File: src/rtl/uart_tx_fifo_if.sv
// Producer / transmitter handshake bundle for uart_tx_fifo.
// The slave modport is the FIFO; the master modport is whatever feeds it and consumes its offers.
interface uart_tx_fifo_if #(
    parameter int WIDTH = 8,
    parameter int DEPTH = 16
);
    localparam int ADDR_BITS = $clog2(DEPTH);

    logic                 i_wr;
    logic [WIDTH-1:0]     i_wr_data;
    logic                 o_full;
    logic                 o_empty;
    logic [ADDR_BITS:0]   o_count;
    logic                 o_overflow;
    logic                 i_next;
    logic [WIDTH-1:0]     o_data;
    logic                 o_ready;

    modport master (
        output i_wr, i_wr_data, i_next,
        input  o_full, o_empty, o_count, o_overflow, o_data, o_ready
    );

    modport slave (
        input  i_wr, i_wr_data, i_next,
        output o_full, o_empty, o_count, o_overflow, o_data, o_ready
    );
endinterface

File: src/rtl/uart_tx_fifo.sv
// Circular byte FIFO feeding uart_tx: offers the head byte while the transmitter
// idles and pops it only once the transmitter drops o_next.
module uart_tx_fifo #(
    parameter int WIDTH = 8,
    parameter int DEPTH = 16
) (
    input  logic          i_divided_clk,
    input  logic          i_rst,
    input  logic          i_clear,
    uart_tx_fifo_if.slave bus
);
    localparam int ADDR_BITS = $clog2(DEPTH);

    localparam logic [ADDR_BITS:0]   CNT_FULL  = (ADDR_BITS + 1)'(DEPTH);
    localparam logic [ADDR_BITS:0]   CNT_ZERO  = (ADDR_BITS + 1)'(0);
    localparam logic [ADDR_BITS:0]   CNT_ONE   = (ADDR_BITS + 1)'(1);
    localparam logic [ADDR_BITS-1:0] PTR_ZERO  = ADDR_BITS'(0);
    localparam logic [ADDR_BITS-1:0] PTR_ONE   = ADDR_BITS'(1);
    localparam logic [WIDTH-1:0]     DATA_ZERO = WIDTH'(0);

    typedef enum logic [0:0] {
        ST_IDLE  = 1'b0,
        ST_OFFER = 1'b1
    } state_t;

    logic [WIDTH-1:0]     mem_r [DEPTH];
    logic [ADDR_BITS-1:0] wr_ptr_r;
    logic [ADDR_BITS-1:0] rd_ptr_r;
    logic [ADDR_BITS:0]   count_r;
    logic [ADDR_BITS:0]   count_nxt_s;
    logic                 overflow_r;
    state_t               state_r;
    state_t               state_nxt_s;
    logic [WIDTH-1:0]     data_r;
    logic [WIDTH-1:0]     data_nxt_s;
    logic                 ready_r;
    logic                 ready_nxt_s;
    logic                 flush_s;
    logic                 full_s;
    logic                 empty_s;
    logic                 wr_accept_s;
    logic                 wr_drop_s;
    logic                 pop_s;

    // Occupancy flags and write qualification; a flush swallows any same-cycle write.
    always_comb begin
        flush_s     = i_rst | i_clear;
        full_s      = (count_r == CNT_FULL);
        empty_s     = (count_r == CNT_ZERO);
        wr_accept_s = bus.i_wr & ~full_s & ~flush_s;
        wr_drop_s   = bus.i_wr &  full_s & ~flush_s;
    end

    // Handshake FSM: offer the head byte while the transmitter waits, pop once it has latched.
    always_comb begin
        state_nxt_s = state_r;
        ready_nxt_s = ready_r;
        data_nxt_s  = data_r;
        pop_s       = 1'b0;
        case (state_r)
            ST_IDLE: begin
                ready_nxt_s = 1'b0;
                if (bus.i_next && !empty_s) begin
                    data_nxt_s  = mem_r[rd_ptr_r];
                    ready_nxt_s = 1'b1;
                    state_nxt_s = ST_OFFER;
                end else begin
                    state_nxt_s = ST_IDLE;
                end
            end
            ST_OFFER: begin
                if (!bus.i_next) begin
                    pop_s       = 1'b1;
                    ready_nxt_s = 1'b0;
                    state_nxt_s = ST_IDLE;
                end else begin
                    ready_nxt_s = 1'b1;
                    state_nxt_s = ST_OFFER;
                end
            end
            default: begin
                ready_nxt_s = 1'b0;
                state_nxt_s = ST_IDLE;
            end
        endcase
    end

    // Occupancy update: a write and a pop in the same cycle cancel out.
    always_comb begin
        case ({wr_accept_s, pop_s})
            2'b10:   count_nxt_s = count_r + CNT_ONE;
            2'b01:   count_nxt_s = count_r - CNT_ONE;
            default: count_nxt_s = count_r;
        endcase
    end

    // Storage array; only accepted writes land, and it needs no reset since count gates reads.
    always_ff @(posedge i_divided_clk) begin
        if (wr_accept_s) begin
            mem_r[wr_ptr_r] <= bus.i_wr_data;
        end
    end

    // Control and output registers; reset and clear share the same flush.
    always_ff @(posedge i_divided_clk) begin
        if (flush_s) begin
            wr_ptr_r   <= PTR_ZERO;
            rd_ptr_r   <= PTR_ZERO;
            count_r    <= CNT_ZERO;
            overflow_r <= 1'b0;
            state_r    <= ST_IDLE;
            data_r     <= DATA_ZERO;
            ready_r    <= 1'b0;
        end else begin
            state_r <= state_nxt_s;
            data_r  <= data_nxt_s;
            ready_r <= ready_nxt_s;
            count_r <= count_nxt_s;
            if (wr_accept_s) begin
                wr_ptr_r <= wr_ptr_r + PTR_ONE;
            end
            if (pop_s) begin
                rd_ptr_r <= rd_ptr_r + PTR_ONE;
            end
            // Sticky: a dropped byte is flagged even if a pop frees a slot this cycle.
            if (wr_drop_s) begin
                overflow_r <= 1'b1;
            end
        end
    end

    assign bus.o_full     = full_s;
    assign bus.o_empty    = empty_s;
    assign bus.o_count    = count_r;
    assign bus.o_overflow = overflow_r;
    assign bus.o_data     = data_r;
    assign bus.o_ready    = ready_r;

endmodule

File: src/flat_wrapper.sv
// flat-port wrapper written by rule: the top's interface ports become plain ports
module uart_tx_fifo_flat 
#(
    parameter int WIDTH = 8,
    parameter int DEPTH = 16
)
  (i_divided_clk, i_rst, i_clear, bus_i_wr, bus_i_wr_data, bus_i_next, bus_o_full, bus_o_empty, bus_o_count, bus_o_overflow, bus_o_data, bus_o_ready);
  uart_tx_fifo_if #(.WIDTH(WIDTH), .DEPTH(DEPTH)) bus_i ();
  input  logic i_divided_clk;
  input  logic i_rst;
  input  logic i_clear;
  input wire logic [$bits(bus_i.i_wr)-1:0] bus_i_wr;
  input wire logic [$bits(bus_i.i_wr_data)-1:0] bus_i_wr_data;
  input wire logic [$bits(bus_i.i_next)-1:0] bus_i_next;
  output wire logic [$bits(bus_i.o_full)-1:0] bus_o_full;
  output wire logic [$bits(bus_i.o_empty)-1:0] bus_o_empty;
  output wire logic [$bits(bus_i.o_count)-1:0] bus_o_count;
  output wire logic [$bits(bus_i.o_overflow)-1:0] bus_o_overflow;
  output wire logic [$bits(bus_i.o_data)-1:0] bus_o_data;
  output wire logic [$bits(bus_i.o_ready)-1:0] bus_o_ready;
  assign bus_i.i_wr = bus_i_wr;
  assign bus_i.i_wr_data = bus_i_wr_data;
  assign bus_i.i_next = bus_i_next;
  assign bus_o_full = bus_i.o_full;
  assign bus_o_empty = bus_i.o_empty;
  assign bus_o_count = bus_i.o_count;
  assign bus_o_overflow = bus_i.o_overflow;
  assign bus_o_data = bus_i.o_data;
  assign bus_o_ready = bus_i.o_ready;
  uart_tx_fifo #(.WIDTH(WIDTH), .DEPTH(DEPTH)) u_core (.i_divided_clk(i_divided_clk), .i_rst(i_rst), .i_clear(i_clear), .bus(bus_i));
endmodule
File: config.mk
export PLATFORM = sky130hd
export DESIGN_NAME = uart_tx_fifo_flat
export DESIGN_NICKNAME = d
export VERILOG_FILES = /design/src/rtl/uart_tx_fifo_if.sv /design/src/rtl/uart_tx_fifo.sv /design/src/flat_wrapper.sv
export SDC_FILE = /design/constraint.sdc
export NUM_CORES = 1
export LEC_CHECK = 0
export ABC_AREA = 1
export ABC_CLOCK_PERIOD_IN_PS = 4500
export CORE_AREA = 10 10 117 119
export DETAILED_ROUTE_END_ITERATION = 8
export DIE_AREA = 0 0 127 129
export PLACE_DENSITY = 0.82
export SYNTH_ARGS = -nofsm -noshare
export SYNTH_HDL_FRONTEND = slang
export SYNTH_SLANG_ARGS = --single-unit
File: constraint.sdc
create_clock -name i_divided_clk -period 4.5 [get_ports i_divided_clk]
set_input_delay 0.9 -clock i_divided_clk [delete_from_list [all_inputs] [get_ports i_divided_clk]]
set_output_delay 0.9 -clock i_divided_clk [all_outputs]
set_load 0.02 [all_outputs]
==> results.md, run 1 <==
- Vias per cell: 5.46
- Htree depth: 4
- Unrepaired setup endpoints after global routing: false
- Switching Fraction: 19.8%
- CP cell instances: clkdlybuf4s50_1 > nor2_4 > inv_2 > nor2_4 > inv_2 > ha_1 > ha_1 > inv_1 > o21bai_1 > inv_2 > nand2_1 > nand2_1 > nand2_1 > nand2_1 > a21oi_1
- CTS max path bufs: 2
- Leak Pwr: 0.00311 µW
- Mapped Area: 6700 µm²
- Post-Route WL: 14,600 µm
- Worst Path Max Fanout: 17
- Worst clock skew: 5.96 ps
- Clk network pwr share: 46.4%
- Comb pwr share: 2.9%
- Synth unique cells: 29
- Initial antenna violation count: 0
- Final period util: 64.1%
- Critical path's top delay family: buffers and inverters
- Final setup violation count: 0
- Crit path largest cell delay: 440 ps
- Total track usage: 18.4%
- Fin. max-slew vios: 0
- Worst r2r src: u_core.bus.o_count[4]
- FF-to-FF setup slack: 2190 ps
- # diodes: 0
- Most frequent CP cell: nand2_1
- Most common cell after layout, fill and taps aside: nand2_1
- Die width: 127 µm
- Final nets: 727
- Seq pwr share: 50.7%
- Max_cap viols: 0
- P per Cell Area: 398 nW/µm²
- Post-synthesis sequential area ratio: 64.3%
- Min cycle time layout: 2880 ps
- P_int: 2420 µW
- Worst vdd ir: 366 µV
- RR Endpoint: u_core.bus.o_count[4]
- CTS Hold Bufs: 0
- Worst Tran Pin Value: 1080 ps
- Largest net degree at the start of global routing: 67
- FP Rows: 39
- Fill cells: 825
- Fin Hold WS: 478 ps
- Register area: 4310 µm²
- Arr. time, crit path: 3240 ps
- Core box area: 11,300 µm²
- Net switching power of the design: 598 µW
- Reg2Reg Depth: 15
- Skew-Pair Late Insertion Delay: 420 ps
- Starting DRT DRC Count: 500
- Area of the multi-input gates: 1820 µm²
- Sink of the worst hold path: u_core.bus.o_overflow
- Vias: 4,696
- Resized cells post-CTS: 0
- GPL Wtd Cong: 0.913
- IO Pins: 30
- Max Freq: 347 MHz
- CTS tree: built
- Most frequent cells in the layout: nand2_1 (228), edfxtp_1 (128), nand3_1 (96)
- #FFs+latches synth: 151
- DR WL/cell: 16.9 µm
- Path type of the worst min-delay path: flop to flop
- CP endpoint kind: flop
- Worst-path clk slew: 60 ps
- GRT overflow: 0
- Detailed placement HPWL: 9220 µm
- Critical-path top delay cell: clkdlybuf4s50_1
- Number of global-route vias before repair: 4,708
- Cells after Synth: 682
- Root Buffer: clkbuf_16
- Hold Path Origin: u_core.bus.o_overflow
- Status: finished, final reports clean
- Post-CTS setup buffers: 0
- Crit Path Class: primary input to flop
- Syn-to-layout area delta: 12.9%
- I/O Buffers: 29
- Clock sinks: 151
- Antenna Nets Post-Route: 0
- Worst Path Buf+Inv: 5
- Initial Util: 59.2%
- Critical Path Start Type: primary input
- Ys Warns: 0
- TritonCTS Buffers: 17
- Hold depth: 2
- Required @ worst endpoint: 4850 ps
- Die Height: 129 µm
- Layout cells sized above 1: 7.25%
- Mapped Avg Cell Area: 9.82 µm²
- Setup TNS: 0 ps
- First-pass GRT wire length: 23,600 µm
- Die Area: 16,400 µm²
- Fin. Hold Viols: 0
- Worst slew margin: 28.1%
- First drt pass iteration count: 5
- Number of remaining DRC errors: 0
- Syn_nets: 704
==> worst max-delay path by stage <==
| stage | from | to | slack [ps] | depth (start not counted) |
|---|---|---|---|---|
| final | i_clear | u_core.bus.o_count[4] | 1620 | 15 |
| after global routing | i_clear | u_core.bus.o_count[4] | 1380 | 16 |
| after CTS | i_clear | u_core.bus.o_count[4] | 1630 | 15 |
| after detailed placement | i_clear | u_core.bus.o_count[4] | 1210 | 15 |
| after global placement | i_clear | u_core.bus.o_count[4] | 1290 | 15 |
| after floorplan | i_clear | u_core.bus.o_count[4] | 2010 | 15 |
==> power groups by stage <==
stage / clock network (µW) / logic, µW / registers [µW]
3_3_place_gp: 0 / 84.9 / 1560
3_5_place_dp: 0 / 87.3 / 1560
5_1_grt: 1470 / 97.4 / 1530
4_1_cts: 1410 / 88.2 / 1530
2_1_floorplan: 0 / 36.9 / 1560
6_report: 1400 / 87.6 / 1530
==> metal layers <==
metal	up-vias	wire [µm]	GRT usage, %
met3	43	1230	5.13
li1	2252	-	-
met2	218	7580	32.1
met5	-	0	0
met1	2183	5270	20.2
met4	0	466	9.04
==> cell families after synthesis <==
group	Yosys count	share of synthesized area, %
AO/OA/AOI/OAI	20	1.61
XOR/XNOR	4	0.523
adder cells (fa/ha/maj)	9	1.68
buffers and inverters	125	8.61
flip-flops	151	64.3
AND/OR/NAND/NOR	373	23.3
==> cell type report <==
| class | count | share of cell area [%] |
|---|---|---|
| multi-input combinational | 406 | 24.0 |
| inverter | 98 | 4.86 |
| timing repair buffer | 31 | 4.04 |
| tap | 143 | 2.37 |
| sequential | 151 | 56.9 |
| clock buffer | 18 | 5.68 |
| clock inverter | 13 | 2.08 |
==> sequential cells by signal, indices dropped and copies added (netlist names) <==
name,flops
u_core.bus.o_data,8
u_core.wr_ptr_r,4
u_core.bus.o_count,5
u_core.bus.o_overflow,1
u_core.state_r,1
u_core.mem_r,128
u_core.rd_ptr_r,4
==> worst min-delay path, cell delays in order, from the launching register on <==
cell     delay (ps)
dfxtp_1         330
a21oi_1          40
nor2_1           70
==> Yosys cell counts <==
master	number	area, µm²
a21oi_1	12	60.1
a211oi_1	1	7.51
a21boi_1	1	7.51
clkbuf_1	1	3.75
nand2_1	228	856
xnor2_1	1	8.76
inv_2	14	52.6
nand3_1	96	480
edfxtp_1	128	3840
nor2_4	2	22.5
o21ai_1	4	20.0
nor2_2	2	12.5
xor2_1	3	26.3
dfxtp_1	23	460
buf_1	2	7.51
buf_2	11	55.1
nand3b_1	1	7.51
nand4_2	1	12.5
o21bai_1	1	7.51
inv_1	84	315
o21ai_0	1	5.00
nand4_1	1	6.26
buf_4	1	7.51
ha_1	9	113
nand2_2	1	6.26
nor2_1	38	143
nor3_1	2	10.0
nor4_1	1	6.26
buf_6	12	135
==> metrics by stage <==
stage | std cells | power (µW) | utilization, % | setup slack (ps) | area, µm²
CTS | 860 | 3020 | 66.8 | 1630 | 7560
global placement | 829 | 1640 | 61.6 | 1290 | 6980
global route | 860 | 3090 | 66.8 | 1380 | 7560
detailed placement | 829 | 1640 | 61.6 | 1210 | 6980
finish | 860 | 3010 | 66.8 | 1620 | 7560
floorplan | 682 | 1600 | - | 2010 | 6700
No activity file was read; power rests on OpenSTA's default activity.
==> run 2: changes to the inputs <==
ABC_CLOCK_PERIOD_IN_PS = 2350   (was 4500)
CORE_AREA = 10 10 123 125   (was 10 10 117 119)
DIE_AREA = 0 0 133 135   (was 0 0 127 129)
PLACE_DENSITY = 0.78   (was 0.82)
clock period = 2.35 ns   (was 4.5 ns; I/O delays follow)
==> run 2 against run 1 <==
Effect of this change:
- critical path depth fell by 11
- register-to-register slack got worse by 2000 ps
- critical endpoint is now bus_o_empty
- global-route usage fell by 0.66 points
- die area rose by 9.6%
- highest routed layer unchanged
- largest cell class unchanged
- sequential power rose by 91%
- total power rose by 94%
==> results.md, run 2 (synthesis gave the netlist of run 1 again) <==
- Status: finished, final reports clean
- Seq pwr share: 50.1% (-0.6 points)
- Sink of the worst hold path: u_core.bus.o_overflow
- Die width: 133 µm (+4.7%)
- Worst Tran Pin Value: 792 ps (-286 ps)
- Worst Setup Slack post-DPL: -206 ps (-1410 ps)
- Fin util: 62.3% (-4.5 points)
- Hold Path Origin: u_core.bus.o_overflow
- Skew-Pair Late Insertion Delay: 420 ps (about the same)
- Htree depth: 4 (unchanged)
- Layout cells sized above 1: 10.9% (+3.6 points)
- Max_cap viols: 0 (unchanged)
- Most frequent cells in the layout: nand2_1 (228), edfxtp_1 (128), nand3_1 (96)
- Comb pwr share: 3.1% (+0.2 points)
- Switching Fraction: 20.3% (+0.45 points)
- First drt pass iteration count: 4 (-1)
- Worst Path Buf+Inv: 2 (-3)
- Detailed placement HPWL: 9740 µm (+5.6%)
- FP Rows: 41 (+5.1%)
- Fin. Hold Viols: 0 (unchanged)
- Critical-path top delay cell: clkdlybuf4s50_1
- Initial Util: 53.3% (-5.9 points)
- Largest net degree at the start of global routing: 54 (-19%)
- GPL Wtd Cong: 0.857 (-6.1%)
- P_int: 4660 µW (+93%)
- Number of remaining DRC errors: 0 (unchanged)
- Worst vdd ir: 586 µV (+60%)
- Crit Path Class: flop to output port
- Max FFs per register: 128 (unchanged)
- Vias per cell: 5.25 (-3.9%)
- Final nets: 754 (+3.7%)
- Reg2Reg Depth: 15 (unchanged)
- Post-DP Area: 7230 µm² (+3.6%)
- DR WL/cell: 16.8 µm (-0.51%)
- Path type of the worst min-delay path: flop to flop
- Most common cell after layout, fill and taps aside: nand2_1
- Initial antenna violation count: 0 (unchanged)
- Arr. time, crit path: 1760 ps (-1480 ps)
- Post-Route WL: 15,400 µm (+6.1%)
- CTS tree: built
- Worst Path Max Fanout: 5 (-12)
- Final setup violation count: 0 (unchanged)
- CTS max path bufs: 2 (unchanged)
- CP endpoint kind: output port
- Leak Pwr: 0.00328 µW (+5.6%)
- Fill cells: 950 (+15%)
- P per Cell Area: 746 nW/µm² (+87%)
- Clk network pwr share: 46.9% (+0.5 points)
- Final Worst Setup Slack: 118 ps (-1500 ps)
- Starting DRT DRC Count: 461 (-7.8%)
- Crit path largest cell delay: 610 ps (+170 ps)
- Total track usage: 17.7% (-0.66 points)
- Final period util: 95.0%
- Worst clock skew: 8.76 ps (+2.79 ps)
- Die Height: 135 µm (+4.7%)
- Post-route cell area: 7830 µm² (+3.6%)
- Critical path's top delay family: buffers and inverters
- Required @ worst endpoint: 1880 ps (-2970 ps)
- Vias: 4,813 (+2.5%)
- Net switching power of the design: 1180 µW (+98%)
- Worst slew margin: 47.1% (+19 points)
- Hold depth: 2 (unchanged)
- Die Area: 18,000 µm² (+9.6%)
- Setup TNS: 0 ps (unchanged)
- First-pass GRT wire length: 24,800 µm (+5.1%)
- Core box area: 12,600 µm² (+11%)
- Top reg by flops: u_core.mem_r
- Min cycle time layout: 2230 ps
- Worst r2r src: u_core.bus.o_count[0]
- I/O Buffers: 29 (unchanged)
- GRT overflow: 0 (unchanged)
- Syn-to-layout area delta: 16.9%
- CP cell instances: nor2_2 > nand4_1 > inv_1 > clkdlybuf4s50_1
- Antenna Nets Post-Route: 0 (unchanged)
- RR Endpoint: u_core.bus.o_count[4]
- Clock sinks: 151 (unchanged)
- # diodes: 0 (unchanged)
- FF-to-FF setup slack: 160 ps (-2030 ps)
- TritonCTS Buffers: 17 (unchanged)
- Number of global-route vias before repair: 4,685 (-0.49%)
- Worst-path clk slew: 60 ps (about the same)
- Fin. max-slew vios: 0 (unchanged)
- Max Freq: 448 MHz
- Root Buffer: clkbuf_16
- Critical Path Start Type: flop
- IO Pins: 30 (unchanged)
==> run 2: cell count changes in the layout (fill, tap and decap cells not counted) <==
cell	change
clkinv_4	-2
ha_2	+1
dlymetal6s2s_1	+1
buf_4	+26
inv_6	+3
clkinv_2	-1
ha_1	-1
inv_8	+1
clkdlybuf4s50_1	-1
buf_12	+1
==> run 2: worst max path at each step <==
stage	start	end	slack [ps]	depth (start not counted)
after global routing	u_core.bus.o_count[0]	u_core.bus.o_count[4]	-3	16
after global placement	i_clear	u_core.bus.o_count[4]	-90	16
final	u_core.bus.o_count[0]	bus_o_empty	120	4
after detailed placement	i_clear	u_core.bus.o_count[4]	-210	16
after floorplan	u_core.bus.o_count[0]	u_core.bus.o_count[4]	240	16
after CTS	u_core.bus.o_count[0]	bus_o_full	80	4
==> run 2: per-layer routing <==
layer | vias up | wire (µm) | share of wire (%) | global-route usage (%)
li1 | 2307 | - | - | -
met1 | 2243 | 6150 | 40 | 21.2
met2 | 236 | 7620 | 49 | 30.0
met3 | 27 | 1390 | 9.0 | 4.41
met4 | 0 | 272 | 1.8 | 6.97
met5 | - | 0 | 0 | 0
==> run 2: final cells by class <==
cell class              instances  area [µm²]  share of cell area (%)
clock buffers                  18         429                    5.48
multi-input cells             406        1820                    23.2
repair buffers                 58         523                    6.68
well taps                     172         215                    2.75
inverters                      98         368                    4.70
clock inverters                14         173                    2.20
flip-flops and latches        151        4310                    55.0
==> run 2: what timing repair did <==
action / CTS / global route
hold buffers: 0 / 0
setup endpoints to repair: 0 / 2
resized for setup: 0 / 2
setup buffers: 0 / 0
hold endpoints to repair: 0 / 0
==> run 2: tightest hold or removal path: cells and delay by family, from the launching register on <==
kind	cells	cell delay, ps
simple gates	1	70
compound gates	1	40
flops	1	330
==> run 2: metrics by stage <==
step	total power [µW]	std cells	hold WS [ps]
after floorplan	3060	682	466
after global placement	3150	885	450
after detailed placement	3160	885	463
after CTS	5860	917	477
after global routing	6010	917	514
final	5840	917	471
==> run 2: power by group through the flow <==
stage | sequential (µW) | clock, µW | combinational (µW)
after CTS | 2920 | 2760 | 178
after global routing | 2920 | 2890 | 195
after global placement | 2980 | 0 | 171
after detailed placement | 2980 | 0 | 177
after floorplan | 2990 | 0 | 70.7
final | 2920 | 2740 | 180
==> run 3: changes to the inputs <==
SETUP_SLACK_MARGIN = 0.15   (was not set)
==> run 3 against run 2 <==
Effect of this change:
- clock skew is 0.69 ps lower
- routed wire length rose by 0.52%
- critical path depth up 11
- global-route usage did not move
- clock power about the same
- critical path type is now flop to flop
==> results.md, run 3 (synthesis gave the netlist of run 1 again) <==
- Status: finished, final reports clean
- Final nets: 754 (unchanged)
- Power, Total: 5840 µW (about the same)
- Final setup violation count: 0 (unchanged)
- Leak Pwr: 0.00327 µW (-0.38%)
- TritonCTS Buffers: 17 (unchanged)
- Layout cells sized above 1: 11.1% (+0.27 points)
- Root Buffer: clkbuf_16
- First drt pass iteration count: 5 (+1)
- Critical-path top delay cell: dfxtp_1
- GRT overflow: 0 (unchanged)
- Critical path's top delay family: simple AND/OR/NAND/NOR gates
- Clock sinks: 151 (unchanged)
- IO Pins: 30 (unchanged)
- Fin. Hold Viols: 0 (unchanged)
- FP Rows: 41 (unchanged)
- Required @ worst endpoint: 2650 ps (+770 ps)
- Crit path largest cell delay: 370 ps (-240 ps)
- Arr. time, crit path: 2430 ps (+670 ps)
- # diodes: 0 (unchanged)
- Syn-to-layout area delta: 17.3%
- Antenna Nets Post-Route: 0 (unchanged)
- Most frequent cells in the layout: nand2_1 (228), edfxtp_1 (128), nand3_1 (96)
- Initial antenna violation count: 0 (unchanged)
- Setup TNS: 0 ps (unchanged)
- Crit Path Class: flop to flop
- Max FFs per register: 128 (unchanged)
- Die Height: 135 µm (unchanged)
- CP cell instances: nor2_2 > nand4_4 > nand2_2 > nor2_4 > inv_2 > ha_4 > xor2_2 > ha_1 > inv_1 > nand2_1 > nand3_1 > nand3b_1 > nand2_1 > nand2_1 > a21oi_1
- Worst Path Buf+Inv: 2 (unchanged)
- Critical Path Start Type: flop
- Initial Util: 53.3% (unchanged)
- Htree depth: 4 (unchanged)
- Max Freq: 470 MHz (+4.9%)
- Min cycle time layout: 2130 ps (-104 ps)
- Worst Path Max Fanout: 5 (unchanged)
- Vias: 4,876 (+1.3%)
- Die width: 133 µm (unchanged)
- Worst slew margin: 47.3% (+0.25 points)
- Fin. max-slew vios: 0 (unchanged)
- Fill cells: 945 (-0.53%)
- Worst Tran Pin Value: 788 ps (-3.79 ps)
- Vias per cell: 5.32 (+1.3%)
- Top reg by flops: u_core.mem_r
- Detailed placement HPWL: 9740 µm (unchanged)
- Largest net degree at the start of global routing: 54 (unchanged)
- Max_cap viols: 0 (unchanged)
- Worst clock skew: 8.07 ps (-0.692 ps)
- P per Cell Area: 744 nW/µm² (-0.26%)
- I/O Buffers: 29 (unchanged)
- Number of remaining DRC errors: 0 (unchanged)
- Skew-Pair Late Insertion Delay: 420 ps (about the same)
- Total track usage: 17.7% (unchanged)
- Post-CTS setup buffers: 0 (unchanged)
- GPL Wtd Cong: 0.857 (unchanged)
- Starting DRT DRC Count: 485 (+5.2%)
- Core box area: 12,600 µm² (unchanged)
- Die Area: 18,000 µm² (unchanged)
- Number of global-route vias before repair: 4,685 (unchanged)
- First-pass GRT wire length: 24,800 µm (unchanged)
- CTS Hold Bufs: 0 (unchanged)
- Path type of the worst min-delay path: flop to flop
- CTS max path bufs: 2 (unchanged)
- Post-Route WL: 15,500 µm (+0.52%)
- Most common cell after layout, fill and taps aside: nand2_1
- Most frequent CP cell: nand2_1
- Final period util: 90.5% (-4.4 points)
- CP endpoint kind: flop
- Worst vdd ir: 586 µV (about the same)
- Worst-path clk slew: 60 ps (about the same)
- DR WL/cell: 16.9 µm (+0.52%)
- Unrepaired setup endpoints after global routing: false
- CTS tree: built
## run 3: where the power goes
group / internal [µW] / total [µW] / switching, µW
logic: 61.8 / 180 / 119
clock network: 1680 / 2740 / 1060
registers: 2920 / 2930 / 8.60
## run 3: repair_timing
| action | CTS | global route |
|---|---|---|
| setup endpoints to repair | 2 | 1 |
| gates cloned | 0 | 0 |
| pin swaps | 0 | 1 |
| gates resized for setup | 2 | 5 |
## run 3: metal layers
| layer | track usage (%) | part of all wire, % | up-vias |
|---|---|---|---|
| met3 | 4.41 | 8.8 | 33 |
| met2 | 30.0 | 50 | 241 |
| li1 | - | - | 2305 |
| met5 | 0 | 0 | - |
| met1 | 21.2 | 39 | 2297 |
| met4 | 6.97 | 2.3 | 0 |
## run 3: worst paths after layout
kind                    startpoint                    end  slack [ps]  cells after the start
max          u_core.bus.o_count[0]  u_core.bus.o_count[4]         220                     15
min          u_core.bus.o_overflow  u_core.bus.o_overflow         470                      2
max reg2reg  u_core.bus.o_count[0]  u_core.bus.o_count[4]         220                     15
min reg2reg  u_core.bus.o_overflow  u_core.bus.o_overflow         470                      2
## run 3: worst reg2reg max path, stage by stage (launching register included)
cell and delay [ps]:
dfxtp_1 370, nor2_2 170, nand4_4 120, nand2_2 120
nor2_4 40, inv_2 70, ha_4 170, xor2_2 160
ha_1 180, inv_1 50, nand2_1 110, nand3_1 150
nand3b_1 140, nand2_1 60, nand2_1 50, a21oi_1 50
## run 3: stage by stage
stage                     cell area, µm²  worst slack (ps)  util [%]  hold WS, ps  instances
after detailed placement            7230              -206      57.5          463        885
after CTS                           7830               153      62.3          477        917
after global routing                7860              63.6      62.5          514        917
final                               7860               222      62.5          467        917
after global placement              7230             -89.2      57.5          450        885
after floorplan                     6700               238         -          466        682
## run 3: cell type report
type | instances | area (µm²) | share of cell area [%]
Clock buffer | 18 | 429 | 5.46
Clock inverter | 14 | 173 | 2.20
Inverter | 98 | 368 | 4.68
Multi-Input combinational cell | 406 | 1850 | 23.5
Sequential cell | 151 | 4310 | 54.8
Tap cell | 172 | 215 | 2.74
Timing Repair Buffer | 58 | 518 | 6.59
